`src/rtl/multicycle_ctrl.sv`:
```
// Multi-cycle MIPS control FSM: sequences fetch/decode/execute/memory/writeback
// and drives the datapath enables plus the ALU operation code for the shared Alu.
module multicycle_ctrl #(
   parameter logic [3:0] RESET_STATE  = 4'd0,
   parameter bit         TRAP_ILLEGAL = 1'b1
) (
   input  logic       clk,
   input  logic       rstn,
   input  logic [5:0] OpCode,
   input  logic [5:0] Funct,
   input  logic       Zero,
   output logic       PCWrite,
   output logic       PCWriteCond,
   output logic       PCEn,
   output logic [1:0] PCSource,
   output logic       IorD,
   output logic       MemRead,
   output logic       MemWrite,
   output logic       IRWrite,
   output logic [1:0] RegDst,
   output logic [1:0] MemToReg,
   output logic       RegWrite,
   output logic       AluSrcA,
   output logic [1:0] AluSrcB,
   output logic       ExtOp,
   output logic [4:0] AluCtrl,
   output logic       IllegalInstr,
   output logic [3:0] State
);

   // Shared ALU operation encoding
   localparam logic [4:0] ALUOp_NOP  = 5'd0;
   localparam logic [4:0] ALUOp_ADD  = 5'd1;
   localparam logic [4:0] ALUOp_ADDU = 5'd2;
   localparam logic [4:0] ALUOp_SUB  = 5'd3;
   localparam logic [4:0] ALUOp_SUBU = 5'd4;
   localparam logic [4:0] ALUOp_AND  = 5'd5;
   localparam logic [4:0] ALUOp_OR   = 5'd6;
   localparam logic [4:0] ALUOp_XOR  = 5'd7;
   localparam logic [4:0] ALUOp_NOR  = 5'd8;
   localparam logic [4:0] ALUOp_SLT  = 5'd9;
   localparam logic [4:0] ALUOp_SLTU = 5'd10;
   localparam logic [4:0] ALUOp_LUI  = 5'd11;

   typedef enum logic [3:0] {
      Fetch   = 4'd0,  Decode = 4'd1,  MemAddr = 4'd2,  MemRd = 4'd3,
      MemWb   = 4'd4,  MemWr  = 4'd5,  RExec   = 4'd6,  RWb   = 4'd7,
      Branch  = 4'd8,  Jump   = 4'd9,  IExec   = 4'd10, IWb   = 4'd11,
      Jal     = 4'd12
   } stateT;

   stateT state, nextState;

   logic       opRType, opLw, opSw, opBeq, opBne, opJ, opJal, opIAlu;
   logic [4:0] functAlu, immAlu;
   logic       functValid, immSext, branchTaken;

   // Opcode class decode from the live instruction register fields
   always_comb begin
      opRType = (OpCode == 6'h00);
      opLw    = (OpCode == 6'h23);
      opSw    = (OpCode == 6'h2B);
      opBeq   = (OpCode == 6'h04);
      opBne   = (OpCode == 6'h05);
      opJ     = (OpCode == 6'h02);
      opJal   = (OpCode == 6'h03);
      opIAlu  = (OpCode[5:3] == 3'b001);
      branchTaken = (opBeq & Zero) | (opBne & ~Zero);
   end

   // R-type funct to ALU operation; unknown funct flagged invalid
   always_comb begin
      functAlu   = ALUOp_NOP;
      functValid = 1'b1;
      case (Funct)
         6'h20:   functAlu = ALUOp_ADD;
         6'h21:   functAlu = ALUOp_ADDU;
         6'h22:   functAlu = ALUOp_SUB;
         6'h23:   functAlu = ALUOp_SUBU;
         6'h24:   functAlu = ALUOp_AND;
         6'h25:   functAlu = ALUOp_OR;
         6'h26:   functAlu = ALUOp_XOR;
         6'h27:   functAlu = ALUOp_NOR;
         6'h2A:   functAlu = ALUOp_SLT;
         6'h2B:   functAlu = ALUOp_SLTU;
         default: functValid = 1'b0;
      endcase
   end

   // I-type ALU operation and immediate extension; logical ops zero-extend
   always_comb begin
      immAlu  = ALUOp_NOP;
      immSext = 1'b0;
      case (OpCode)
         6'h08:   begin immAlu = ALUOp_ADD;  immSext = 1'b1; end
         6'h09:   begin immAlu = ALUOp_ADDU; immSext = 1'b1; end
         6'h0A:   begin immAlu = ALUOp_SLT;  immSext = 1'b1; end
         6'h0B:   begin immAlu = ALUOp_SLTU; immSext = 1'b1; end
         6'h0C:   immAlu = ALUOp_AND;
         6'h0D:   immAlu = ALUOp_OR;
         6'h0E:   immAlu = ALUOp_XOR;
         6'h0F:   immAlu = ALUOp_LUI;
         default: immAlu = ALUOp_NOP;
      endcase
   end

   // State register; reset lands in Fetch
   always_ff @(posedge clk or negedge rstn) begin
      if (!rstn) state <= stateT'(RESET_STATE);
      else       state <= nextState;
   end

   // Next-state and Moore control outputs; PCEn is the only Zero-dependent output
   always_comb begin
      nextState    = Fetch;
      PCWrite      = 1'b0;
      PCWriteCond  = 1'b0;
      PCSource     = 2'd0;
      IorD         = 1'b0;
      MemRead      = 1'b0;
      MemWrite     = 1'b0;
      IRWrite      = 1'b0;
      RegDst       = 2'd0;
      MemToReg     = 2'd0;
      RegWrite     = 1'b0;
      AluSrcA      = 1'b0;
      AluSrcB      = 2'd0;
      ExtOp        = 1'b0;
      AluCtrl      = ALUOp_NOP;
      IllegalInstr = 1'b0;
      case (state)
         Fetch: begin
            MemRead = 1'b1; IRWrite = 1'b1; AluSrcB = 2'd1;
            AluCtrl = ALUOp_ADDU; PCWrite = 1'b1;
            nextState = Decode;
         end
         Decode: begin
            AluSrcB = 2'd3; ExtOp = 1'b1; AluCtrl = ALUOp_ADDU;
            if (opLw | opSw)         nextState = MemAddr;
            else if (opRType)        nextState = RExec;
            else if (opBeq | opBne)  nextState = Branch;
            else if (opJ)            nextState = Jump;
            else if (opJal)          nextState = Jal;
            else if (opIAlu)         nextState = IExec;
            else                     IllegalInstr = TRAP_ILLEGAL;
         end
         MemAddr: begin
            AluSrcA = 1'b1; AluSrcB = 2'd2; ExtOp = 1'b1; AluCtrl = ALUOp_ADD;
            if (opLw)      nextState = MemRd;
            else if (opSw) nextState = MemWr;
         end
         MemRd: begin
            IorD = 1'b1; MemRead = 1'b1;
            nextState = MemWb;
         end
         MemWb: begin
            MemToReg = 2'd1; RegWrite = 1'b1;
         end
         MemWr: begin
            IorD = 1'b1; MemWrite = 1'b1;
         end
         RExec: begin
            AluSrcA = 1'b1;
            if (functValid) begin
               AluCtrl   = functAlu;
               nextState = RWb;
            end else begin
               IllegalInstr = TRAP_ILLEGAL;
            end
         end
         RWb: begin
            RegDst = 2'd1; RegWrite = 1'b1;
         end
         Branch: begin
            AluSrcA = 1'b1; AluCtrl = ALUOp_SUB; PCSource = 2'd1; PCWriteCond = 1'b1;
         end
         Jump: begin
            PCSource = 2'd2; PCWrite = 1'b1;
         end
         Jal: begin
            PCSource = 2'd2; PCWrite = 1'b1; RegDst = 2'd2; MemToReg = 2'd2; RegWrite = 1'b1;
         end
         IExec: begin
            AluSrcA = 1'b1; AluSrcB = 2'd2; AluCtrl = immAlu; ExtOp = immSext;
            nextState = IWb;
         end
         IWb: begin
            RegWrite = 1'b1;
         end
         default: nextState = Fetch;
      endcase
      PCEn = PCWrite | (PCWriteCond & branchTaken);
      // Reset suppresses every enable, independent of the state register
      if (!rstn) begin
         PCWrite = 1'b0; PCWriteCond = 1'b0; PCEn = 1'b0; PCSource = 2'd0;
         IorD = 1'b0; MemRead = 1'b0; MemWrite = 1'b0; IRWrite = 1'b0;
         RegDst = 2'd0; MemToReg = 2'd0; RegWrite = 1'b0; AluSrcA = 1'b0;
         AluSrcB = 2'd0; ExtOp = 1'b0; AluCtrl = ALUOp_NOP; IllegalInstr = 1'b0;
      end
   end

   assign State = state;

endmodule

```
`config.mk`:
```
export PLATFORM = sky130hd
export DESIGN_NAME = multicycle_ctrl
export DESIGN_NICKNAME = d
export VERILOG_FILES = /design/src/rtl/multicycle_ctrl.sv
export SDC_FILE = /design/constraint.sdc
export NUM_CORES = 1
export LEC_CHECK = 0
export CORE_ASPECT_RATIO = 0.75
export CORE_MARGIN = 8
export CORE_UTILIZATION = 44
export CTS_CLUSTER_DIAMETER = 50
export DETAILED_ROUTE_END_ITERATION = 7
export PLACE_DENSITY_LB_ADDON = 0.15
export SYNTH_ARGS = -nofsm -noshare
export SYNTH_HDL_FRONTEND = slang
export SYNTH_SLANG_ARGS = --single-unit
```
`constraint.sdc`:
```
create_clock -name clk -period 2.5 [get_ports clk]
set_input_delay 0.375 -clock clk [delete_from_list [all_inputs] [get_ports clk]]
set_output_delay 0.375 -clock clk [all_outputs]
set_load 0.05 [all_outputs]
```
==> flow_summary.toml <==
[run_status]
status = "finished, final reports clean"

[floorplan]
core_um2 = 2000
die_h_um = 55.7
die_x_um = 68.9
die_area_um2 = 3840
initial_utilization = 0.462
top_level_ports = 43
rows = 14

[sta]
finalSetupViolCount = 0
finalCriticalPeriod_ns = 2.39
hold_viol = 0
fin_crit_sh = 0.956
rsz0062_at_grt = "no"
hold_slack_ns = 0.572
fmax_mhz = 419
fin_skew_ns = 0.00817
timing_max_transition_violations_final = 0
timing.slew.headroom = 0.660
tightest_slew_ns = 0.509
tns_ns = 0

[placement]
io_buffers = 41
place.gp.congestion = 0.863
hpwlAfterDp_um = 2680
dp_cells = 190

[detailed_routing]
drt_iter0_markers = 54
dr.pass1.iters = 4
drtAntennaViolNets = 0
routed_via_density = 5.92
wl_um = 3440
vias = 1155
post_drt_wl_per_cell_um = 17.7
drcViolationCount = 0

[layout]
num_antenna_cells = 0
final_layout_size_suffix_gt1_frac = 0.351
largest_reg_flops = 4
fin_cells = 195
finalCoreUtilization = 0.835
area_growth_pct = 80.6
nNetsFinal = 188

[global_route]
overflow = 0
grt_pass1_wl_um = 5400
grt_pass1_vias = 1120
antenna_found_initial = 0
grtUsageTotal = 0.179
grt_util_met1 = 0.208
gr-usage-met2 = 0.290
grt_max_degree = 21
use_met3 = 0.0684
busiest_layer = "met2"

[worst_setup_path]
cp_max_fo = 10
cp_top_family = "buffers and inverters"
crit_start = "OpCode[1]"
path_cells = "clkdlybuf4s50_1, and2_2, nand2b_1, a221oi_1, nor2_2, buf_12"
path_class = "in -> out"
critical-path-slowest-cell = "clkdlybuf4s50_1"
cp.required_ns = 2.12
start_kind = "input port"
cp_num_cells = 6
crit_path_end_kind = "output pin"
cp_data_arrival_time_ns = 2.01
ff2ff_setup_slack_ns = 0.94
cp.buffers_inverters = 2
setup.worst_path.end = "AluCtrl[0]"
cp_slowest_stage_delay_ns = 0.60
reg2regPathDepth = 5
reg2reg_from = "State[0]"
r2r-end = "State[2]"

[power_and_ir_drop]
power_density_nw_per_um2 = 631
ir_worst_vdd_uv = 430
p_leak_nw = 0.639

[clocking]
h-tree-depth = 1
clock_sinks = 4
max-clock-path-buffers = 2
worstSkewPairLatency_ns = 0.24
cts_tree = "built"
cts-buffers-inserted = 3
clk_pin_slew_ns = 0.04
clock-root-buffer = "clkbuf_4"

[hold_path]
hold_class = "in -> async"

[synth]
syn_area_um2 = 923
synthDistinctLibCells = 46
syn_nets = 145
ys.flop_type = "dfrtp_1"
yosysSeqAreaShare = 0.108
syn_inst = 130
yosysWarningCount = 0
yosysTopAreaCellShare = 0.108
syn_avg_cell_area_um2 = 7.10
synthTopCellsByArea = "dfrtp_1, a2111oi_4, nand2_1"
synth.ff_latch_count = 4
yosysTopAreaCell = "dfrtp_1"
synth_edf_count = 0
async_flop_share = 1.00

[job]
maxCapViolCount = 0
==> how the worst min path moves through the flow <==
| stage | end | slack, ns | depth (start not counted) | from |
|---|---|---|---|---|
| after CTS | State[1] | 0.57 | 2 | rstn |
| after floorplan | State[0] | 0.08 | 0 | rstn |
| after global routing | State[1] | 0.61 | 2 | rstn |
| after detailed placement | State[0] | 0.75 | 2 | State[1] |
| final | State[1] | 0.57 | 2 | rstn |
| after global placement | State[3] | 0.74 | 1 | State[2] |
==> metrics by stage <==
step / power, mW / cell area (um2) / worst slack, ns
after global placement: 0.947 / 1630 / 0.152
after global routing: 1.10 / 1670 / 0.00608
after detailed placement: 0.965 / 1630 / 0.0844
after floorplan: 0.616 / 996 / -0.203
after CTS: 1.05 / 1650 / 0.0788
final: 1.05 / 1670 / 0.111
==> cells in the mapped netlist, types with 2 or more instances <==
cell type  number
xor2_1          3
clkbuf_8        2
o21ai_0         7
or3_1           3
xnor2_1         5
nor3_1          7
nand2_1        14
a31oi_1         2
and3_1          2
nand4_1         2
buf_4           6
a21oi_1         7
nand2b_4        2
nor4_1          3
nand3_1         4
dfrtp_1         4
nor2_1         13
inv_1           4
a2111oi_4       2
nand3b_1        2
buf_2           4
nand2b_1        6
or2b_1          2
nor2b_1         2
==> cells by family after synthesis <==
group,synth area share
xor+xnor,0.0759
flops,0.108
simple gates,0.428
compound gates,0.259
other cells,0.00406
buf+inv,0.125
==> layer usage <==
layer / wire (um) / part of all wire
met1: 1330 / 0.39
met2: 1660 / 0.48
met3: 359 / 0.10
met4: 88 / 0.026
met5: 0 / 0
==> layout make-up <==
type | count | area [um2]
Clock buffer | 3 | 22.5
Fill cell | 125 | 329
Inverter | 5 | 18.8
Multi-Input combinational cell | 108 | 778
Sequential cell | 4 | 103
Tap cell | 24 | 30.0
Timing Repair Buffer | 51 | 716
==> cell usage in the layout, fill, tap and decap left out, types with 2 or more instances in the layout <==
master / n
buf_12: 23
clkdlybuf4s50_1: 18
nand2_1: 14
nor2_1: 12
buf_4: 10
o21ai_0: 7
nand2b_1: 6
xnor2_1: 5
a21oi_1: 5
nand3_1: 4
inv_1: 4
nor3_1: 4
nor4_1: 3
or3_1: 3
xor2_1: 3
clkbuf_4: 3
dfrtp_1: 2
dfrtp_2: 2
and3_1: 2
nand4_1: 2
nand2b_4: 2
a2111oi_4: 2
nor2b_1: 2
nand3b_1: 2
or2b_1: 2
nor2_2: 2
a21oi_2: 2
nor3_2: 2
==> worst reg2reg max path, stage by stage, from the launching register on <==
cell and delay (ns):
dfrtp_1 0.49, nand2b_1 0.34, a2111oi_4 0.27, buf_4 0.20, buf_4 0.11, a21o_2 0.08
==> report_power, final <==
part           total [mW]  switching [mW]  leakage (nW)  internal (mW)
Sequential          0.130          0.0515        0.0500         0.0781
Clock              0.0826          0.0287        0.0138         0.0539
Combinational       0.840           0.473         0.575          0.367
==> timing repair <==
action                                  4_1_cts  5_1_grt
hold buffers                                  0        0
hold endpoints to repair                      0        0
setup buffers                                 0        2
endpoints found under the setup margin        0        3
gates resized for setup                       0        0
No activity file was read; power rests on OpenSTA's default activity.
